[src/rtl/spi_frame_master.sv]
// spi_frame_master
// Serialises one write frame [CMD | DATA bytes] onto an SPI mode-0 bus, then
// emits trailing sclk pulses with cs_n high so the slave can commit its output
// register. Every output is driven straight from a flop.
//
// Ports:
//   clk, rst_n      system clock, asynchronous active-low reset
//   start           frame request, taken only while ready=1
//   cmd [7:0]       command byte, sent first
//   data[8*N-1:0]   payload, byte 0 (data[7:0]) sent first, LSB first per byte
//   ready           high only in IDLE
//   busy            high from acceptance through the done cycle
//   done            one-cycle pulse at the end of the frame
//   sclk/mosi/cs_n  SPI bus (sclk idles low, mosi idles low, cs_n idles high)
//
// state  | meaning
// -------+--------------------------------------------------------------
// IDLE   | bus quiet, ready=1, waiting for start
// SHIFT  | cs_n low, one bit per sclk period (low phase, then high phase)
// POST   | cs_n high, POST_CLKS commit pulses on sclk with mosi low
// DONE   | single cycle with done=1 before returning to IDLE

module spi_frame_master #(
    parameter int N_BYTES   = 2,
    parameter int CLK_DIV   = 1,
    parameter int POST_CLKS = 2
) (
    input  logic                 clk,
    input  logic                 rst_n,
    input  logic                 start,
    input  logic [7:0]           cmd,
    input  logic [N_BYTES*8-1:0] data,
    output logic                 ready,
    output logic                 busy,
    output logic                 done,
    output logic                 sclk,
    output logic                 mosi,
    output logic                 cs_n
);

    localparam int FRAME_BITS = 8 * (N_BYTES + 1);
    // The first bit goes straight to mosi at acceptance, so the shift register
    // only has to hold the bits still to come.
    localparam int REM_W  = FRAME_BITS - 1;
    localparam int DIV_W  = (CLK_DIV > 1) ? $clog2(CLK_DIV) : 1;
    localparam int BIT_W  = $clog2(FRAME_BITS);
    localparam int POST_W = (POST_CLKS > 1) ? $clog2(POST_CLKS) : 1;

    localparam logic [DIV_W-1:0]  DIV_LOAD  = DIV_W'(CLK_DIV - 1);
    localparam logic [BIT_W-1:0]  BIT_LAST  = BIT_W'(FRAME_BITS - 1);
    localparam logic [POST_W-1:0] POST_LOAD = POST_W'(POST_CLKS - 1);

    typedef enum logic [1:0] {
        ST_IDLE,
        ST_SHIFT,
        ST_POST,
        ST_DONE
    } state_t;

    state_t             state_q, state_d;
    logic [REM_W-1:0]   shreg_q, shreg_d;
    logic [DIV_W-1:0]   div_q,   div_d;
    logic [BIT_W-1:0]   bit_q,   bit_d;
    logic [POST_W-1:0]  post_q,  post_d;
    logic               sclk_q,  sclk_d;
    logic               mosi_q,  mosi_d;
    logic               cs_n_q,  cs_n_d;
    logic               ready_q, ready_d;
    logic               busy_q,  busy_d;
    logic               done_q,  done_d;

    always_ff @(posedge clk or negedge rst_n) begin
        if (!rst_n) begin
            state_q <= ST_IDLE;
            shreg_q <= '0;
            div_q   <= '0;
            bit_q   <= '0;
            post_q  <= '0;
            sclk_q  <= 1'b0;
            mosi_q  <= 1'b0;
            cs_n_q  <= 1'b1;
            ready_q <= 1'b1;
            busy_q  <= 1'b0;
            done_q  <= 1'b0;
        end else begin
            state_q <= state_d;
            shreg_q <= shreg_d;
            div_q   <= div_d;
            bit_q   <= bit_d;
            post_q  <= post_d;
            sclk_q  <= sclk_d;
            mosi_q  <= mosi_d;
            cs_n_q  <= cs_n_d;
            ready_q <= ready_d;
            busy_q  <= busy_d;
            done_q  <= done_d;
        end
    end

    always_comb begin
        state_d = state_q;
        shreg_d = shreg_q;
        div_d   = div_q;
        bit_d   = bit_q;
        post_d  = post_q;
        sclk_d  = sclk_q;
        mosi_d  = mosi_q;
        cs_n_d  = cs_n_q;
        ready_d = ready_q;
        busy_d  = busy_q;
        done_d  = 1'b0;

        case (state_q)
            ST_IDLE: begin
                if (start && ready_q) begin
                    shreg_d = {data, cmd[7:1]};
                    mosi_d  = cmd[0];
                    cs_n_d  = 1'b0;
                    sclk_d  = 1'b0;
                    busy_d  = 1'b1;
                    ready_d = 1'b0;
                    div_d   = DIV_LOAD;
                    bit_d   = '0;
                    state_d = ST_SHIFT;
                end
            end

            ST_SHIFT: begin
                if (div_q != '0) begin
                    div_d = div_q - 1'b1;
                end else begin
                    div_d = DIV_LOAD;
                    if (!sclk_q) begin
                        sclk_d = 1'b1;
                    end else begin
                        // End of a high phase: the falling edge is the only
                        // point where mosi is allowed to move.
                        sclk_d = 1'b0;
                        if (bit_q == BIT_LAST) begin
                            cs_n_d  = 1'b1;
                            mosi_d  = 1'b0;
                            post_d  = POST_LOAD;
                            state_d = ST_POST;
                        end else begin
                            bit_d   = bit_q + 1'b1;
                            mosi_d  = shreg_q[0];
                            shreg_d = {1'b0, shreg_q[REM_W-1:1]};
                        end
                    end
                end
            end

            ST_POST: begin
                if (div_q != '0) begin
                    div_d = div_q - 1'b1;
                end else begin
                    div_d = DIV_LOAD;
                    if (!sclk_q) begin
                        sclk_d = 1'b1;
                    end else begin
                        sclk_d = 1'b0;
                        if (post_q == '0) begin
                            done_d  = 1'b1;
                            state_d = ST_DONE;
                        end else begin
                            post_d = post_q - 1'b1;
                        end
                    end
                end
            end

            ST_DONE: begin
                busy_d  = 1'b0;
                ready_d = 1'b1;
                state_d = ST_IDLE;
            end

            default: begin
                state_d = ST_IDLE;
            end
        endcase
    end

    assign ready = ready_q;
    assign busy  = busy_q;
    assign done  = done_q;
    assign sclk  = sclk_q;
    assign mosi  = mosi_q;
    assign cs_n  = cs_n_q;

endmodule

[config.mk]
export PLATFORM = sky130hd
export DESIGN_NAME = spi_frame_master
export DESIGN_NICKNAME = d
export VERILOG_FILES = /design/src/rtl/spi_frame_master.sv
export SDC_FILE = /design/constraint.sdc
export NUM_CORES = 1
export LEC_CHECK = 0
export BUFFER_PORTS_ARGS = -buffer_cell sky130_fd_sc_hd__buf_2
export CORE_ASPECT_RATIO = 1.2
export CORE_MARGIN = 2
export CORE_UTILIZATION = 59
export DETAILED_ROUTE_END_ITERATION = 7
export HOLD_SLACK_MARGIN = 0.06
export PLACE_DENSITY_LB_ADDON = 0.3
export SYNTH_ARGS = -nofsm -noshare
export SYNTH_HDL_FRONTEND = slang
export SYNTH_SLANG_ARGS = --single-unit
[constraint.sdc]
create_clock -name clk -period 2.8 [get_ports clk]
set_input_delay 0.56 -clock clk [delete_from_list [all_inputs] [get_ports clk]]
set_output_delay 0.56 -clock clk [all_outputs]
set_load 0.1 [all_outputs]
==> flow_metrics.env <==
export IMPL_worstSetupPathType="register to register"
export IMPL_r2r_slack_ns=0.67
export IMPL_first_iter_violations=67
export IMPL_io_pins=33
export IMPL_synth_seq_area_share_pct=49.97
export IMPL_crit_reg2reg_launch="state_q[0]"
export IMPL_postSynthAreaPerCell_sq_um=11.19
export IMPL_placed_cells=227
export IMPL_placement_cell_area_sq_mm=0.002018
export IMPL_drt_wirelength_per_cell_um=15.53
export IMPL_post_route_cells_drive_above_1_share_pct=30.65
export IMPL_register_area_sq_um=928.4
export IMPL_final_antenna_net_count=0
export IMPL_syn_inst=166
export IMPL_timing_rr_end="shreg_q[3]"
export IMPL_yosys_cell_types_count=36
export IMPL_number_of_cells_traversed_by_the_worst_register_to_register_path=7
export IMPL_fillcell_total=267
export IMPL_first_global_vias=1418
export IMPL_place_hpwl_um=2596
export IMPL_post_cts_repair_setup_buffers=0
export IMPL_critical_path_maximum_fanout=24
export IMPL_h_tree_levels=2
export IMPL_antenna_diode_count=0
export IMPL_overall_global_routing_usage_pct=22.04
export IMPL_grt_setup_unrepaired="false"
export IMPL_worst_clock_skew_ns=0.005485
export IMPL_multi_input_area_sq_um=832.0
export IMPL_grt_antenna_before_repair=0
export IMPL_hold_buffers=0
export IMPL_global_route_wire_length_before_repair_um=6258
export IMPL_critical_path_rt_ns=3.02
export IMPL_worstPathBufferInverterCount=2
export IMPL_syn_to_final_growth_pct=11.38
export IMPL_clk_buf_depth=2
export IMPL_die_height_um=65.48
export IMPL_power_static_leakage_uw=0.0009375
export IMPL_route_detailed_vias_per_inst=6.094
export IMPL_number_of_setup_violations_in_the_final_report=0
export IMPL_dr_pass1_iters=4
export IMPL_max_stage_delay_ns=0.42
export IMPL_number_of_i_o_port_buffers=32
export IMPL_initial_core_util_pct=61.36
export IMPL_run_status="complete, no violations"
export IMPL_clockRootBuffer="sky130_fd_sc_hd__clkbuf_4"
export IMPL_worstPathCellList="inv_1 -> ha_1 -> a21boi_1 -> or2_1 -> a21oi_4 -> buf_4 -> o221a_2"
export IMPL_timing_critical_path_from_type="register"
export IMPL_timing_final_crit_share_pct=76.03
export IMPL_grt_overflow_total=0
export IMPL_layout_setup_ws_ns=0.6711
export IMPL_final_min_clock_period_ns=2.129
export IMPL_layout_nets=231
export IMPL_final_hold_worst_slack_ns=0.3028
export IMPL_route_final_wire_length_um=3650
export IMPL_mappedNetlistArea_sq_mm=0.001858
export IMPL_max_slew_margin_rel_pct=46.77
export IMPL_cts_buffers=5
export IMPL_total_of_cells_resized_after_clock_tree_synthesis=0
export IMPL_synth_register_bits=37
export IMPL_core_area_sq_mm=0.003028
export IMPL_setup_tns_ns=0
export IMPL_timing_fmax_ghz=0.4697
export IMPL_worstSetupEndpointType="register"
export IMPL_worst_endpoint_arrival_ns=2.35
export IMPL_chipWidth_um=55.23
export IMPL_ys_warnings_count=0
export IMPL_pin_count_of_the_biggest_net_entering_global_routing=38
export IMPL_clock_tree_from_tritoncts="done"
export IMPL_tightest_slew_ns=0.7985
export IMPL_slew_violations=0
export IMPL_final_area_sq_mm=0.002069
export IMPL_cts_sinks=37
export IMPL_clkTransAtPathRegs_ns=0.11
export IMPL_hold_class="input port to asynchronous set/reset pin"
export IMPL_synth_fp_nets=199
export IMPL_cpLargestDelayFamily="compound AO/OA/AOI/OAI gates"
export IMPL_core_rowCount=22
export IMPL_final_cell_count_no_fill=235
export IMPL_p_per_area_mw_per_mm2=404.5
export IMPL_ir_worst_vdd_v=0.0003626
export IMPL_globalplace_congestion=0.7618
export IMPL_number_of_remaining_drc_errors=0
export IMPL_die_area_sq_mm=0.003616
export IMPL_timing_critical_path_slowest_stage_cell="sky130_fd_sc_hd__dfrtp_1"
export IMPL_timing_final_hold_violations=0
export IMPL_routed_via_count=1432
export IMPL_clock_insertion_delay_worst_skew_ns=0.33
export IMPL_max_cap_viol_count=0
export IMPL_dp_slack_ns=0.6887
## Yosys cell counts, drive strengths merged
cell type,instances,area [sq um]
a2111o,1,11.26
a211oi,1,7.510
a21boi,1,7.510
a21oi,6,41.29
a22o,2,17.52
a22oi,1,7.510
a31oi,2,12.51
and4b,2,20.02
buf,7,60.05
clkbuf,4,15.01
dfrtp,35,875.8
dfstp,2,52.55
ha,6,75.07
inv,6,22.52
mux2,1,11.26
mux2i,1,10.01
nand2,9,33.78
nand2b,20,125.1
nand3,7,35.03
nand3b,1,7.510
nand4,1,6.260
nand4b,2,23.77
nor2,10,37.54
nor2b,2,12.51
nor3,1,5.000
o21ai,8,40.04
o221a,21,236.5
o22a,1,8.760
o31ai,1,7.510
or2,1,6.260
or2b,1,7.510
xnor2,2,17.52
## report_power, final
| part | leakage [uW] | internal, uW | switching (uW) |
|---|---|---|---|
| Clock | 0.0000320 | 95.8 | 173 |
| Combinational | 0.000426 | 18.4 | 15.6 |
| Sequential | 0.000480 | 534 | 0 |
| Total | 0.000937 | 648 | 189 |
## cell families (layout without fill, tap and decap cells)
| family | Yosys count | count (layout) | synth area share, % |
|---|---|---|---|
| AO/OA/AOI/OAI | 45 | 45 | 21.42 |
| XOR/XNOR | 2 | 2 | 0.9429 |
| adder cells (fa/ha/maj) | 6 | 6 | 4.040 |
| buffers and inverters | 17 | 50 | 5.252 |
| flip-flops | 37 | 37 | 49.97 |
| multiplexers | 2 | 2 | 1.145 |
| AND/OR/NAND/NOR | 57 | 57 | 17.24 |
## flip-flops by register name (all words and copies together) (netlist names)
name	flops
ready	1
mosi	1
post_q	1
busy	1
bit_q	5
done	1
cs_n	1
sclk	1
state_q	2
shreg_q	23
## how the worst max path moves through the flow
| stage | start | end | slack, ns | cells after the start |
|---|---|---|---|---|
| 6_report | state_q[0] | shreg_q[3] | 0.67 | 7 |
| 5_1_grt | state_q[1] | shreg_q[20] | 0.54 | 7 |
| 4_1_cts | state_q[1] | shreg_q[2] | 0.67 | 7 |
| 3_5_place_dp | state_q[0] | shreg_q[15] | 0.69 | 7 |
| 3_3_place_gp | state_q[1] | shreg_q[0] | 0.77 | 7 |
| 2_1_floorplan | sclk | shreg_q[0] | 0.64 | 6 |
## layer usage
layer	track usage (%)	vias to the layer above	routed length [um]
met4	9.146	0	51
li1	-	674	-
met1	24.68	717	1543
met5	0	-	0
met3	4.724	6	137
met2	40.48	35	1917
## per-stage QoR
stage	utilization (%)	power, uW
floorplan	-	552.4
global placement	66.65	578.3
detailed placement	66.65	579.5
CTS	68.35	843.4
global route	68.35	868.2
finish	68.35	837.2
## layout by cell type (no fill, tap or decap), drive strengths merged, types with 6 or more instances in the layout
cell type / Yosys / layout
inv: 6 / 6
ha: 6 / 6
nand2b: 20 / 20
nand2: 9 / 9
o221a: 21 / 21
nor2: 10 / 10
buf: 7 / 36
clkbuf: 4 / 6
a21oi: 6 / 6
nand3: 7 / 7
o21ai: 8 / 8
dfrtp: 35 / 35
## area by class of cell
class | count | area share, %
clock buffers | 6 | 1.995
inverters | 6 | 1.088
flip-flops and latches | 37 | 44.86
well taps | 36 | 2.177
clock inverters | 2 | 0.4837
multi-input cells | 112 | 40.21
repair buffers | 36 | 9.190
No activity file was read; power rests on OpenSTA's default activity.
